$ cat src/rtl/dma_pkg.sv
// Shared constants and enumerations for the SRAM DMA copier.
package dma_pkg;

    // Word-address width of ROM and SRAM (16K words each)
    localparam int AW = 14;
    // Data word width
    localparam int DW = 32;
    // Length width: one bit wider than AW so a full 16384-word transfer fits
    localparam int LW = 15;

    typedef enum logic [1:0] {
        IDLE  = 2'd0,
        PRIME = 2'd1,
        RUN   = 2'd2,
        DONE  = 2'd3
    } state_t;

    typedef enum logic {
        COPY = 1'b0,
        FILL = 1'b1
    } mode_t;

endpackage

$ cat src/rtl/dma_addr_ctr.sv
// Loadable word-address counter; wraps modulo 2^W on increment.
module dma_addr_ctr #(
    parameter int W = 14
) (
    input  logic         clk,
    input  logic         reset,
    input  logic         load,
    input  logic [W-1:0] load_val,
    input  logic         inc,
    output logic [W-1:0] cnt
);

    // Load has priority over increment; both are no-ops when idle.
    always_ff @(posedge clk or posedge reset) begin
        if (reset) begin
            cnt <= '0;
        end else if (load) begin
            cnt <= load_val;
        end else if (inc) begin
            cnt <= cnt + W'(1);
        end
    end

endmodule

$ cat src/rtl/sram_dma_copier.sv
// SRAM write-port bus initiator: copies ROM words into SRAM or fills SRAM
// with a constant, arbitrated onto the shared port through req/gnt.
//
//  state | meaning
//  ------+-----------------------------------------------------------------
//  IDLE  | waiting for start; len==0 goes straight to DONE
//  PRIME | first data word fetched into data_q (ROM read or fill pattern)
//  RUN   | requesting the port; each granted cycle writes data_q and
//        | fetches the next word, a denied cycle holds everything
//  DONE  | one-cycle done pulse, then back to IDLE
module sram_dma_copier
    import dma_pkg::*;
(
    input  logic          clk,
    input  logic          reset,
    input  logic          start,
    input  logic          mode,
    input  logic [AW-1:0] src_addr,
    input  logic [AW-1:0] dst_addr,
    input  logic [LW-1:0] len,
    input  logic [DW-1:0] pattern,
    output logic          busy,
    output logic          done,
    output logic [AW-1:0] rom_addr,
    input  logic [DW-1:0] rom_data,
    output logic          sram_req,
    input  logic          sram_gnt,
    output logic [AW-1:0] sram_addr,
    output logic          sram_we,
    output logic [DW-1:0] sram_wd
);

    state_t        state;
    mode_t         mode_q;
    logic [DW-1:0] pattern_q;
    logic [DW-1:0] data_q;
    logic [LW-1:0] rd_left;
    logic [LW-1:0] wr_left;
    logic          busy_q;
    logic          done_q;
    logic          req_q;

    logic [AW-1:0] src_cur;
    logic [AW-1:0] dst_cur;

    logic          accept;
    logic          reload;
    logic          src_inc;
    logic          dst_inc;
    logic [DW-1:0] fetch;

    // Transfer-step decode shared by the FSM and both address counters.
    always_comb begin
        accept  = (state == IDLE) && start && (len != '0);
        reload  = (state == RUN) && sram_gnt && (rd_left != '0);
        src_inc = (state == PRIME) || reload;
        dst_inc = (state == RUN) && sram_gnt;
        fetch   = (mode_q == FILL) ? pattern_q : rom_data;
    end

    dma_addr_ctr #(.W(AW)) u_src_ctr (
        .clk      (clk),
        .reset    (reset),
        .load     (accept),
        .load_val (src_addr),
        .inc      (src_inc),
        .cnt      (src_cur)
    );

    dma_addr_ctr #(.W(AW)) u_dst_ctr (
        .clk      (clk),
        .reset    (reset),
        .load     (accept),
        .load_val (dst_addr),
        .inc      (dst_inc),
        .cnt      (dst_cur)
    );

    // Sequencer, length counters, fetch register and registered status outputs.
    always_ff @(posedge clk or posedge reset) begin
        if (reset) begin
            state     <= IDLE;
            mode_q    <= COPY;
            pattern_q <= '0;
            data_q    <= '0;
            rd_left   <= '0;
            wr_left   <= '0;
            busy_q    <= 1'b0;
            done_q    <= 1'b0;
            req_q     <= 1'b0;
        end else begin
            case (state)
                IDLE: begin
                    done_q <= 1'b0;
                    if (start) begin
                        if (len != '0) begin
                            mode_q    <= mode_t'(mode);
                            pattern_q <= pattern;
                            rd_left   <= len;
                            wr_left   <= len;
                            busy_q    <= 1'b1;
                            state     <= PRIME;
                        end else begin
                            // Zero-length request completes without touching the port.
                            done_q <= 1'b1;
                            state  <= DONE;
                        end
                    end
                end
                PRIME: begin
                    data_q  <= fetch;
                    rd_left <= rd_left - LW'(1);
                    req_q   <= 1'b1;
                    state   <= RUN;
                end
                RUN: begin
                    if (sram_gnt) begin
                        wr_left <= wr_left - LW'(1);
                        if (rd_left != '0) begin
                            data_q  <= fetch;
                            rd_left <= rd_left - LW'(1);
                        end
                        if (wr_left == LW'(1)) begin
                            busy_q <= 1'b0;
                            req_q  <= 1'b0;
                            done_q <= 1'b1;
                            state  <= DONE;
                        end
                    end
                end
                DONE: begin
                    done_q <= 1'b0;
                    state  <= IDLE;
                end
                default: begin
                    busy_q <= 1'b0;
                    req_q  <= 1'b0;
                    done_q <= 1'b0;
                    state  <= IDLE;
                end
            endcase
        end
    end

    // Write strobe follows the grant in the same cycle; req is only high in RUN.
    assign sram_we   = req_q & sram_gnt;
    assign sram_addr = dst_cur;
    assign sram_wd   = data_q;
    assign rom_addr  = src_cur;
    assign busy      = busy_q;
    assign done      = done_q;
    assign sram_req  = req_q;

endmodule
$ cat config.mk
export PLATFORM = sky130hd
export DESIGN_NAME = sram_dma_copier
export DESIGN_NICKNAME = d
export VERILOG_FILES = /design/src/rtl/dma_pkg.sv /design/src/rtl/dma_addr_ctr.sv /design/src/rtl/sram_dma_copier.sv
export SDC_FILE = /design/constraint.sdc
export NUM_CORES = 1
export LEC_CHECK = 0
export ABC_CLOCK_PERIOD_IN_PS = 5600
export BUFFER_PORTS_ARGS = -buffer_cell sky130_fd_sc_hd__buf_2
export CORE_MARGIN = 8
export CORE_UTILIZATION = 33
export CTS_BUF_LIST = sky130_fd_sc_hd__clkbuf_2
export CTS_CLUSTER_SIZE = 24
export DETAILED_ROUTE_END_ITERATION = 10
export GPL_TIMING_DRIVEN = 0
export SYNTH_ARGS = -nofsm -noshare
export SYNTH_HDL_FRONTEND = slang
export SYNTH_SLANG_ARGS = --single-unit
$ cat constraint.sdc
create_clock -name clk -period 5.6 [get_ports clk]
set_input_delay 0.84 -clock clk [delete_from_list [all_inputs] [get_ports clk]]
set_output_delay 0.84 -clock clk [all_outputs]
set_load 0.01 [all_outputs]
==> results.yml <==
outcome:
  status: "complete, no violations"
power_and_ir_drop:
  leakage_uw: 0.00390
  net-switching-power_uw: 2210
  power_frac_seq: 0.366
  power_frac_comb: 0.497
  peakVddDrop_mv: 0.343
  p_per_area_nw_per_um2: 566
  p_total_uw: 4790
  netSwitchingFraction: 0.462
  intPower_uw: 2580
  power.share.clock: 0.137
timing:
  period_needed_ns: 3.26
  min_period_over_period: 0.583
  timing.slew.headroom: 0.417
  rsz0062_at_grt: "false"
  setup_viol: 0
  slew_violations: 0
  finalClockSkew_ns: 0.0434
  finalHoldViolations: 0
  max_freq_mhz: 306
  tightest_slew_ns: 0.875
finish:
  finalInstanceArea_um2: 8460
  area_growth_pct: 21.9
  nNetsFinal: 1094
  final_cells: 1260
  drive_above_1_share: 0.242
setup_path:
  reg2reg_depth: 9
  worstPathRequired_ns: 6.24
  cp_slowest_cell: "a21boi_1"
  worstPathMaxFanout: 10
  arrival_ns: 3.90
  crit_type: "reg2reg"
  cp_cell_sequence: "inv_1 > ha_1 > clkbuf_1 > inv_1 > nor2_1 > a21boi_1 > clkbuf_1 > nand2_1 > nand2_1"
  max_stage_delay_ns: 0.72
  crit_path_start_kind: "flop"
  cp-end-kind: "flop"
yosys:
  yosysWarnings: 0
  syn-instance-count: 776
  synth.ff_latch_count: 128
  syn_nets: 899
  synth.cell_area_um2: 6940
  seq_area_frac_synth: 0.462
  synth-async-reset-ratio: 1.00
  synth.avg_cell_area_um2: 8.94
  synth-edff-count: 0
  synth_flop_cell: "dfrtp_1"
  synth_cell_types: 69
die:
  num_rows: 53
  fp.dieArea_um2: 25900
  io_pins: 176
  core_area_um2: 20800
  die_x_um: 161
  die_y_um: 161
  start_util: 0.333
global_routing:
  grt_pass1_wl_um: 36600
  grt_max_degree: 66
  grt_antenna_before_repair: 1
  overflow: 0
  grt_pass1_vias: 6586
  track_usage: 0.175
clock_tree:
  cts_sinks: 128
  cts_tree: "done"
  cts.clk_slew.worst_paths_ns: 0.25
  cts_buffers: 17
  htreeDepth: 4
  root_buffer: "clkbuf_2"
  cts_buffer_depth: 2
  post-cts-setup-buffers: 0
  hold_buffers: 0
  cts_resized: 0
  clkLatencyLatePin_ns: 0.71
placement:
  portBuffers: 175
  dpl.cell_count: 1227
  hpwlAfterDp_um: 16900
  gp_congestion: 0.807
  post_dp_cell_area_um2: 8190
routing:
  wl_per_cell_um: 18.2
  dr.pass1.iters: 5
  drc_errors: 0
  ant_nets: 0
  wl_um: 22900
  via_count: 6645
  first_iter_violations: 529
  viasPerCell: 5.27
worst_hold_path:
  worst_hold_path_type: "in2async"
run:
  drv_cap: 0
[flip-flops by register name, summed over array words and instances, names as in the netlist]
register / cells
wr_left: 15
mode_q: 1
state: 2
busy: 1
sram_wd: 32
u_src_ctr.cnt: 14
pattern_q: 32
rd_left: 15
u_dst_ctr.cnt: 14
sram_req: 1
done: 1
[path summary, 6_finish.rpt]
kind	start	to	slack, ns
worst max-delay path	state[1]	pattern_q[6]	2.34
worst min-delay path	reset	pattern_q[20]	0.17
worst max register to register	state[1]	pattern_q[6]	2.34
min in group clk	pattern[20]	pattern_q[20]	0.30
worst min register to register	sram_wd[3]	sram_wd[3]	0.50
max in group asynchronous	reset	wr_left[11]	4.61
[routing by layer]
| metal | routed length, um | track usage | up-vias |
|---|---|---|---|
| met3 | 1590 | 0.0448 | 26 |
| met1 | 10500 | 0.232 | 3209 |
| met4 | 285 | 0.0459 | 0 |
| li1 | - | - | 3155 |
| met2 | 10600 | 0.280 | 255 |
| met5 | 0 | 0 | - |
[logic make-up after synthesis]
kind of cell,count (synthesis),synth area share
AOI/OAI and AO/OA,153,0.141
xor gates and xnor gates,24,0.0303
adders and majority gates,11,0.0198
muxes,39,0.0564
buffers and inverters,61,0.0407
DFF,128,0.462
and+or+nand+nor,360,0.251
[metrics by stage]
step	setup TNS, ns	worst slack (ns)	util	hold WS [ns]
floorplan	0	1.35	-	0.445
global placement	-68.39	-0.545	0.392	0.456
detailed placement	0	2.32	0.393	0.463
CTS	0	2.30	0.406	0.142
global route	0	2.11	0.406	0.128
finish	0	2.34	0.406	0.166
[worst max-delay path: cells and delay by family, from the launching register on]
kind	cells	cell delay (ns)
AO/OA/AOI/OAI	1	0.72
AND/OR/NAND/NOR	3	0.47
adder cells (fa/ha/maj)	1	0.18
flip-flops	1	0.45
buffers and inverters	4	1.39
[power groups by stage]
stage          clock network, uW  registers, uW  logic [uW]
2_1_floorplan                  0           1790        1520
3_3_place_gp                   0           1760        2350
3_5_place_dp                   0           1770        2390
4_1_cts                      679           1740        2390
5_1_grt                      723           1820        2650
6_report                     658           1750        2380
[layout by cell type (no fill, tap or decap), drive strengths merged, types with 4 or more instances in the layout]
cell / count
nor4: 12
mux2i: 38
nor2b: 5
nor3: 17
o211ai: 9
nor2: 37
dfrtp: 128
nand3: 25
nand4b: 7
a31oi: 6
and2: 5
nand4: 14
and3: 7
inv: 24
or2: 6
and4: 4
a21oi: 21
xor2: 16
o22ai: 6
clkinv: 4
nand2: 186
nand2b: 4
or3: 8
xnor2: 8
clkbuf: 52
o21ai: 68
o21a: 4
ha: 11
buf: 184
o32a: 4
or4: 10
[synthesized netlist by cell type (4+ instances only)]
library cell / instances / area (um^2)
nand4b_1: 7 / 61.3
o21a_1: 4 / 30.0
nor2b_1: 5 / 31.3
dfrtp_1: 128 / 3200
clkbuf_1: 33 / 124
nor2_1: 37 / 139
inv_1: 18 / 67.6
or4_1: 7 / 52.6
or3_1: 7 / 43.8
nor4_1: 10 / 62.6
and2_1: 5 / 31.3
xor2_1: 16 / 140
or2_2: 6 / 37.5
mux2i_1: 38 / 380
ha_1: 11 / 138
a31oi_1: 6 / 37.5
o21ai_0: 67 / 335
o22ai_1: 6 / 37.5
nand2b_1: 4 / 25.0
o211ai_1: 9 / 67.6
xnor2_1: 8 / 70.1
a21oi_1: 21 / 105
nand4_1: 14 / 87.6
and3_1: 7 / 43.8
nor3_1: 17 / 85.1
nand2_1: 186 / 698
nand3_1: 25 / 125
[cell type report]
class	count	area, um^2
Fill cell	2185	12400
Multi-Input combinational cell	587	3450
Sequential cell	128	3200
Timing Repair Buffer	176	903
Tap cell	275	344
Buffer	43	215
Clock inverter	14	180
Clock buffer	17	85.1
Inverter	18	72.6
Antenna cell	2	5.00
No activity file was read; power rests on OpenSTA's default activity.
